$ cat src/rtl/vga_fb_arbiter.sv
// rtl/vga_fb_arbiter.sv - framebuffer RAM arbiter between VGA display fetch and one pixel writer
// One fixed read slot per 8-pixel group while visible; every other cycle is granted to the writer.
module vga_fb_arbiter #(
  parameter int H_WORDS  = 80,
  parameter int V_ACTIVE = 480,
  parameter int V_TOTAL  = 525,
  parameter int AW       = 16,
  parameter int DW       = 16
) (
  input  logic          clk,
  input  logic          clr_n,
  input  logic          hd,
  input  logic          wr_req,
  input  logic [AW-1:0] wr_addr,
  input  logic [DW-1:0] wr_data,
  output logic          wr_ack,
  output logic [AW-1:0] mem_addr,
  output logic          mem_we,
  output logic [DW-1:0] mem_wdata,
  input  logic [DW-1:0] mem_rdata,
  output logic [DW-1:0] pix_word,
  output logic          pix_vld,
  output logic          frame_start,
  output logic [9:0]    line
);

  typedef enum logic [1:0] {HBLANK, ACTIVE, VBLANK} state_t;

  state_t        state, state_nxt;
  logic          hd_q;
  logic          synced;
  logic [2:0]    phase;
  logic [6:0]    grp;
  logic          rd_q;

  logic          line_start, line_end, wrap, v_act;
  logic          act_cycle, read_slot;
  logic [2:0]    phase_eff;
  logic [6:0]    grp_eff;
  logic [AW-1:0] rd_addr;

  // A line end only counts once a line start has been seen since reset, so a
  // reset released mid-line or during blanking restarts cleanly at line 0.
  assign line_start = ~hd & hd_q;
  assign line_end   = hd & ~hd_q & synced;
  assign wrap       = line_end && (line == 10'(V_TOTAL - 1));
  assign v_act      = line < 10'(V_ACTIVE);

  always_ff @(posedge clk or negedge clr_n) begin
    if (!clr_n) state <= HBLANK;
    else        state <= state_nxt;
  end

  always_comb begin
    state_nxt = state;
    case (state)
      HBLANK: begin
        if (line_start && v_act)  state_nxt = ACTIVE;
        else if (!v_act && !wrap) state_nxt = VBLANK;
      end
      ACTIVE:  if (line_end) state_nxt = HBLANK;
      VBLANK:  if (wrap)     state_nxt = HBLANK;
      default: state_nxt = HBLANK;
    endcase
  end

  always_comb begin
    act_cycle = (state == ACTIVE) || (state == HBLANK && line_start && v_act);
    phase_eff = line_start ? 3'd0 : phase;
    grp_eff   = line_start ? 7'd0 : grp;
    read_slot = act_cycle && (phase_eff == 3'd0) && (grp_eff < 7'(H_WORDS));
    // Constant multiply by the line pitch reduces to a shift-add.
    rd_addr   = AW'(32'(line) * 32'(H_WORDS) + 32'(grp_eff));
  end

  always_ff @(posedge clk or negedge clr_n) begin
    if (!clr_n) begin
      hd_q        <= 1'b0;
      synced      <= 1'b0;
      line        <= '0;
      frame_start <= 1'b0;
      phase       <= '0;
      grp         <= '0;
    end else begin
      hd_q        <= hd;
      synced      <= synced | line_start;
      frame_start <= wrap;
      if (line_end) line <= wrap ? 10'd0 : line + 10'd1;
      if (act_cycle) begin
        phase <= phase_eff + 3'd1;
        if (phase_eff == 3'd7 && grp_eff < 7'(H_WORDS)) grp <= grp_eff + 7'd1;
        else                                            grp <= grp_eff;
      end
    end
  end

  always_ff @(posedge clk or negedge clr_n) begin
    if (!clr_n) begin
      mem_addr  <= '0;
      mem_we    <= 1'b0;
      mem_wdata <= '0;
      wr_ack    <= 1'b0;
      rd_q      <= 1'b0;
      pix_word  <= '0;
      pix_vld   <= 1'b0;
    end else begin
      rd_q    <= read_slot;
      pix_vld <= rd_q;
      if (rd_q) pix_word <= mem_rdata;
      if (read_slot) begin
        mem_we   <= 1'b0;
        mem_addr <= rd_addr;
        wr_ack   <= 1'b0;
      end else if (wr_req) begin
        mem_we    <= 1'b1;
        mem_addr  <= wr_addr;
        mem_wdata <= wr_data;
        wr_ack    <= 1'b1;
      end else begin
        mem_we <= 1'b0;
        wr_ack <= 1'b0;
      end
    end
  end

endmodule

$ cat config.mk
export PLATFORM = sky130hd
export DESIGN_NAME = vga_fb_arbiter
export DESIGN_NICKNAME = d
export VERILOG_FILES = /design/src/rtl/vga_fb_arbiter.sv
export SDC_FILE = /design/constraint.sdc
export NUM_CORES = 1
export LEC_CHECK = 0
export BUFFER_PORTS_ARGS = -buffer_cell sky130_fd_sc_hd__buf_2
export CAP_MARGIN = 25
export CORE_MARGIN = 3
export CORE_UTILIZATION = 45
export CTS_CLUSTER_DIAMETER = 60
export DETAILED_ROUTE_END_ITERATION = 16
export PLACE_DENSITY = 0.71
export SYNTH_ARGS = -nofsm -noshare
export SYNTH_HDL_FRONTEND = slang
export SYNTH_SLANG_ARGS = --single-unit
$ cat constraint.sdc
create_clock -name clk -period 8.1 [get_ports clk]
set_input_delay 0.405 -clock clk [delete_from_list [all_inputs] [get_ports clk]]
set_output_delay 0.405 -clock clk [all_outputs]
set_load 0.01 [all_outputs]
---- Word-level counts from Yosys, hierarchy flattened ----
Index checks and enable logic that the tools add are counted.
operators by class
  add/subtract/negate cells ............... 4
  multiply operators ...................... 1
  order comparisons ....................... 2
  equal/unequal tests ..................... 7
  muxes and demuxes ....................... 13
  bitwise operators ....................... 7
  reduce and logical (&&, ||, !) cells .... 16
operator list
  operator                                                      number
  2-to-1 mux 16 bit                                             2
  adder 16 x 7 -> 16 bit                                        1
  2-to-1 mux 7 bit                                              2
  multiplier 10 x 3 -> 12 bit (second input constant)           1
  adder 10 x 1 -> 10 bit (second input constant)                1
  equality test 10 bit (second input constant)                  1
  less-than comparator 10 x 9 -> 1 bit (second input constant)  1
  2-to-1 mux 10 bit                                             1
  logical AND 1 bit                                             8
  2-to-1 mux 2 bit                                              4
  adder 7 x 1 -> 7 bit (second input constant)                  1
  less-than comparator 7 bit (second input constant)            1
  case mux 2 bit (3 select lines)                               1
  inequality test 2 bit (second input constant)                 2
  adder 3 x 1 -> 3 bit (second input constant)                  1
  AND 1 bit                                                     3
  equality test 3 bit (second input constant)                   1
  logical NOT 3 bit                                             1
  2-to-1 mux 3 bit                                              1
  inequality test 3 bit (second input constant)                 1
  inverter 1 bit                                                3
  AND reduction 3 bit                                           1
  equality test 2 x 1 -> 1 bit (second input constant)          1
  equality test 2 bit (second input constant)                   1
  7 further kinds                                               9
storage, ports and cells
  bits in registers ....................... 76
  input port bits ......................... 52

---- Depth between registers and ports, before layout ----
  depth in word-level cells ............... 9
  depth in mapped cells ................... 13

---- Worst setup path after synthesis ----
OpenSTA, ideal clock, no wires.
  path kind ............................... in2reg
  from .................................... input hd
  to ...................................... register mem_addr[14]
  arrival time ............................ 2920 ps
  data required time ...................... 7981 ps
  setup slack ............................. 5061 ps
  cell stages on the path ................. 13
  path buffers ............................ 2
  path through ............................ nand2b_1 > buf_2 > clkbuf_1 > and2_1 > ha_1 > inv_1 > fa_1 > and2b_2 > o2111ai_1 > or3b_1 > nor4_2 > xnor3_1 > o21a_1
between the ends
  cells in the longest elaborated chain, start to end .. 8
  elaborated cells on any way between the ends .. 14
  those cells by class .................... add/sub (1); order compare (1); mux (3); bitwise (2); reduce/logical (7)
RTL lines
  element                                                                         RTL line  RTL
  start, declared                                                                 12        input logic hd,
  inverter 1 bit *                                                                44        assign line_start = ~hd & hd_q;
  AND 1 bit *                                                                     44
  parallel branches: the longest is 6 deep, another holds adder 16 x 7 -> 16 bit  --
  end signal, assigned                                                            112       mem_addr <= rd_addr;
  end signal, assigned                                                            116       mem_addr <= wr_addr;
  end, declared                                                                   17        output logic [AW-1:0] mem_addr,
Every way passes the cells marked *.
A chain may end at the register's enable or synchronous reset.

---- Final worst setup path ----
  from .................................... register hd_q
  to ...................................... register mem_addr[14]
between the ends
  cells in the longest elaborated chain, start to end .. 7
  elaborated cells on any way between the ends .. 13
  those cells by class .................... add/sub (1); order compare (1); mux (3); bitwise (1); reduce/logical (7)
RTL lines
  element                                                                         RTL line  RTL
  start, declared                                                                 30        logic hd_q;
  start signal, assigned                                                          78        hd_q <= 1'b0;
  start signal, assigned                                                          85        hd_q <= hd;
  AND 1 bit *                                                                     44
  parallel branches: the longest is 6 deep, another holds adder 16 x 7 -> 16 bit  --
Marked as above.

==> run metrics <==
Max Slew Vio Count 0; Synth-to-Final Area Change 21.66%; via count 2983; Fin Clk Skew 0.01364 ns; Cells after Synth 346; first-pass GRT wire length 14030 um; Hold Startpoint hd; sequential area share after synthesis 47.18%; area share of the largest cell type after synthesis 47.18%; reg2reg start hd_q$_DFF_PN0_; final instance area 4905 sq um; Worst setup SP type flip-flop; Rel. slew slack 54.28%; Cell Area, Synth 4031 sq um; leakage 2.479 nW; Fmax 319.0 MHz; post-synthesis cell type count 55; die span in x 100.7 um; Gate power share 40.5%; Core Box Area 8464 sq um; Final setup viols 0; Buffers on Ports 113; mux cell area share after synthesis 14.34%; Detail Placement HPWL 6501 um; fin crit period 3.135 ns; setup bufs post-CTS 0; crit-path cells nand2b_1, and2_1, ha_1, inv_1, fa_1, and2b_2, o2111ai_1, or3b_1, nor4_2, xnor3_1, o21a_1; # H-tree levels 3; share of cells above drive strength 1 37.07%; placed cell areas 4676 sq um; Pint 0.9102 mW; CTS Root Cell clkbuf_8; Sequential Area 1902 sq um; top post-synthesis cells by area dfrtp_1 (47%), mux2_2 (8.1%), ha_1 (7.8%); drt pass-1 iters 4; Hold Path Cell Cnt 1; Fin. Hold Viols 0; Final period util 38.71%; main flop type after synthesis dfrtp_1; crit path max fanout 18; Die Y 100.7 um; EDFF count, synth 0; smallest hold slack 0.1793 ns; cell taking the most area after synthesis dfrtp_1; # nets final 538; max_cap viols 0; clock-pin slew on the worst setup and hold paths 0.09 ns; Placer Congestion 0.7697; diode count 0; Hold WC Path Type in2reg; critical path capture point type flip-flop; status complete, no violations; Overall Power 1.461 mW; WHS Endpoint hd_q$_DFF_PN0_; Clock power frac 18.9%; Site Rows 33; xor/xnor share of the synthesized area 5.866%; GRT Util Overall 17.25%; Synth Area in Compound Gates 8.721%; final wirelength 8460 um; Multi-input gate area 2029 sq um; power per cell area 298.0 nW/um^2; P_sw 0.5512 mW; Max VDD drop 0.1181 mV; worst slew pin tran 0.6859 ns; data arrival time of the critical path 3.38 ns; clk buf depth 2; pin count of the biggest net entering global routing 77; RSZ-0062 raised after global routing no; TritonCTS Buffers 9; Yosys reg bits 76; simple-gate share of the synthesized area 12.66%; Top Ports 114; clock sink total 76; CP Buf/Inv Count 1; die area 10130 sq um; Routed Antenna Nets 0; reg2reg end mem_addr[14]$_DFFE_PN0P_; largest family of logic cells by synthesized area multiplexers; setup TNS 0 ns; number of global-route vias before repair 2973; Seq pwr share 40.6%; Clk Latency, worst-skew pair 0.36 ns; initial antenna violation count 0; switching part of the total 37.72%; Crit path required time 8.35 ns; Worst path max stage delay 0.46 ns; Syn Nets 425; wire per inst 14.87 um; Filler cells 721; CTS tree yes; CP delay by family, top simple AND/OR/NAND/NOR gates; Adder-Cell Fraction of Synth Area 8.752%; # DRC 0; Via-to-Cell Ratio 5.243; syn avg cell area 11.65 sq um; total global routing overflow 0; CP Class reg2reg; Worst Reg-to-Reg Cells 11; async set-reset flop share out of synthesis 100.0%; slowest CP cell nand2b_1; end-of-flow core utilization 57.95%; Detailed Route Iter0 Violations 129; Initial Util 47.63%; synth warn 0; R2R Setup Slk 4.96 ns
## synthesized netlist by cell type (2+ instances only)
cell type and count:
mux2i_1 15, clkbuf_1 10, ha_1 25, nor3b_1 2, inv_1 10, o22ai_1 2
and2_1 5, xnor3_1 2, buf_2 2, buf_4 2, mux2_2 29, nand3_1 3
and3_1 6, and4_1 2, or3_1 3, a211oi_2 2, a21oi_1 16, nand4_1 3
o211ai_1 2, o31ai_1 2, dfrtp_1 76, o21ai_0 8, nor2_1 21, nand2b_1 6
fa_1 2, o21bai_1 2, nor3_1 4, o21a_1 5, nand2_1 25, nor4_2 2
xnor2_1 10, mux2_1 9, xor2_1 10, or3b_1 2
## how the worst max path moves through the flow
stage	from	endpoint	slack [ns]	cells after the start
after global placement	hd	mem_addr[14]$_DFFE_PN0P_	4.82	12
after detailed placement	hd	mem_addr[14]$_DFFE_PN0P_	4.75	12
final	hd_q$_DFF_PN0_	mem_addr[14]$_DFFE_PN0P_	4.96	11
after global routing	hd_q$_DFF_PN0_	mem_addr[14]$_DFFE_PN0P_	4.73	11
after floorplan	hd	mem_addr[14]$_DFFE_PN0P_	5.06	13
after CTS	hd_q$_DFF_PN0_	mem_addr[14]$_DFFE_PN0P_	4.93	11
## sequential cells by signal (all words and copies together), names as in the netlist
signal	cells
pix_vld	1
frame_start	1
line	10
mem_wdata	16
mem_addr	16
pix_word	16
rd_q	1
hd_q	1
phase	3
state	2
mem_we	1
synced	1
grp	7
## power by group through the flow
stage	Clock (mW)	Sequential [mW]	Combinational [mW]
after floorplan	0	0.643	0.339
after global placement	0	0.595	0.590
after detailed placement	0	0.603	0.600
after CTS	0.287	0.595	0.602
after global routing	0.302	0.612	0.665
final	0.276	0.593	0.592
## through the flow
stage               worst slack [ns]  std cells
global route                   4.729        569
finish                         4.965        569
detailed placement             4.754        551
global placement               4.816        551
floorplan                      5.061        346
CTS                            4.932        567
## cells by family after synthesis
logic type	Yosys count
multiplexers	53
XOR/XNOR	23
buffers and inverters	24
flip-flops	76
adder cells (fa/ha/maj)	27
AO/OA/AOI/OAI	49
AND/OR/NAND/NOR	94
## cell type report
cell class	count	area share [%]
sequential	76	38.78
clock inverter	7	1.378
tap	105	2.679
timing repair buffer	116	12.50
multi-input combinational	246	41.38
inverter	10	0.7653
clock buffer	9	2.526
## placed cells by master (no fill, tap or decap), drive strengths merged, types with 5 or more instances in the layout
cell type,n
inv,13
o21ai,9
and3,6
nand2b,6
buf,115
mux2i,15
xnor2,10
dfrtp,76
nor2,21
and2,5
clkbuf,9
ha,25
a21oi,16
nand2,26
o21a,5
mux2,38
xor2,11
## timing repair
action	in CTS	in global routing
gates resized for setup	0	0
hold buffers	0	1
hold endpoints to repair	0	3
## per-layer routing
metal / wire length (um) / GRT usage, % / vias to the layer above
met4: 67 / 3.420 / 0
li1: - / - / 1460
met5: 0 / 0 / -
met1: 3983 / 23.23 / 1417
met2: 3828 / 28.05 / 97
met3: 581 / 4.775 / 9
No activity file was read; power rests on OpenSTA's default activity.
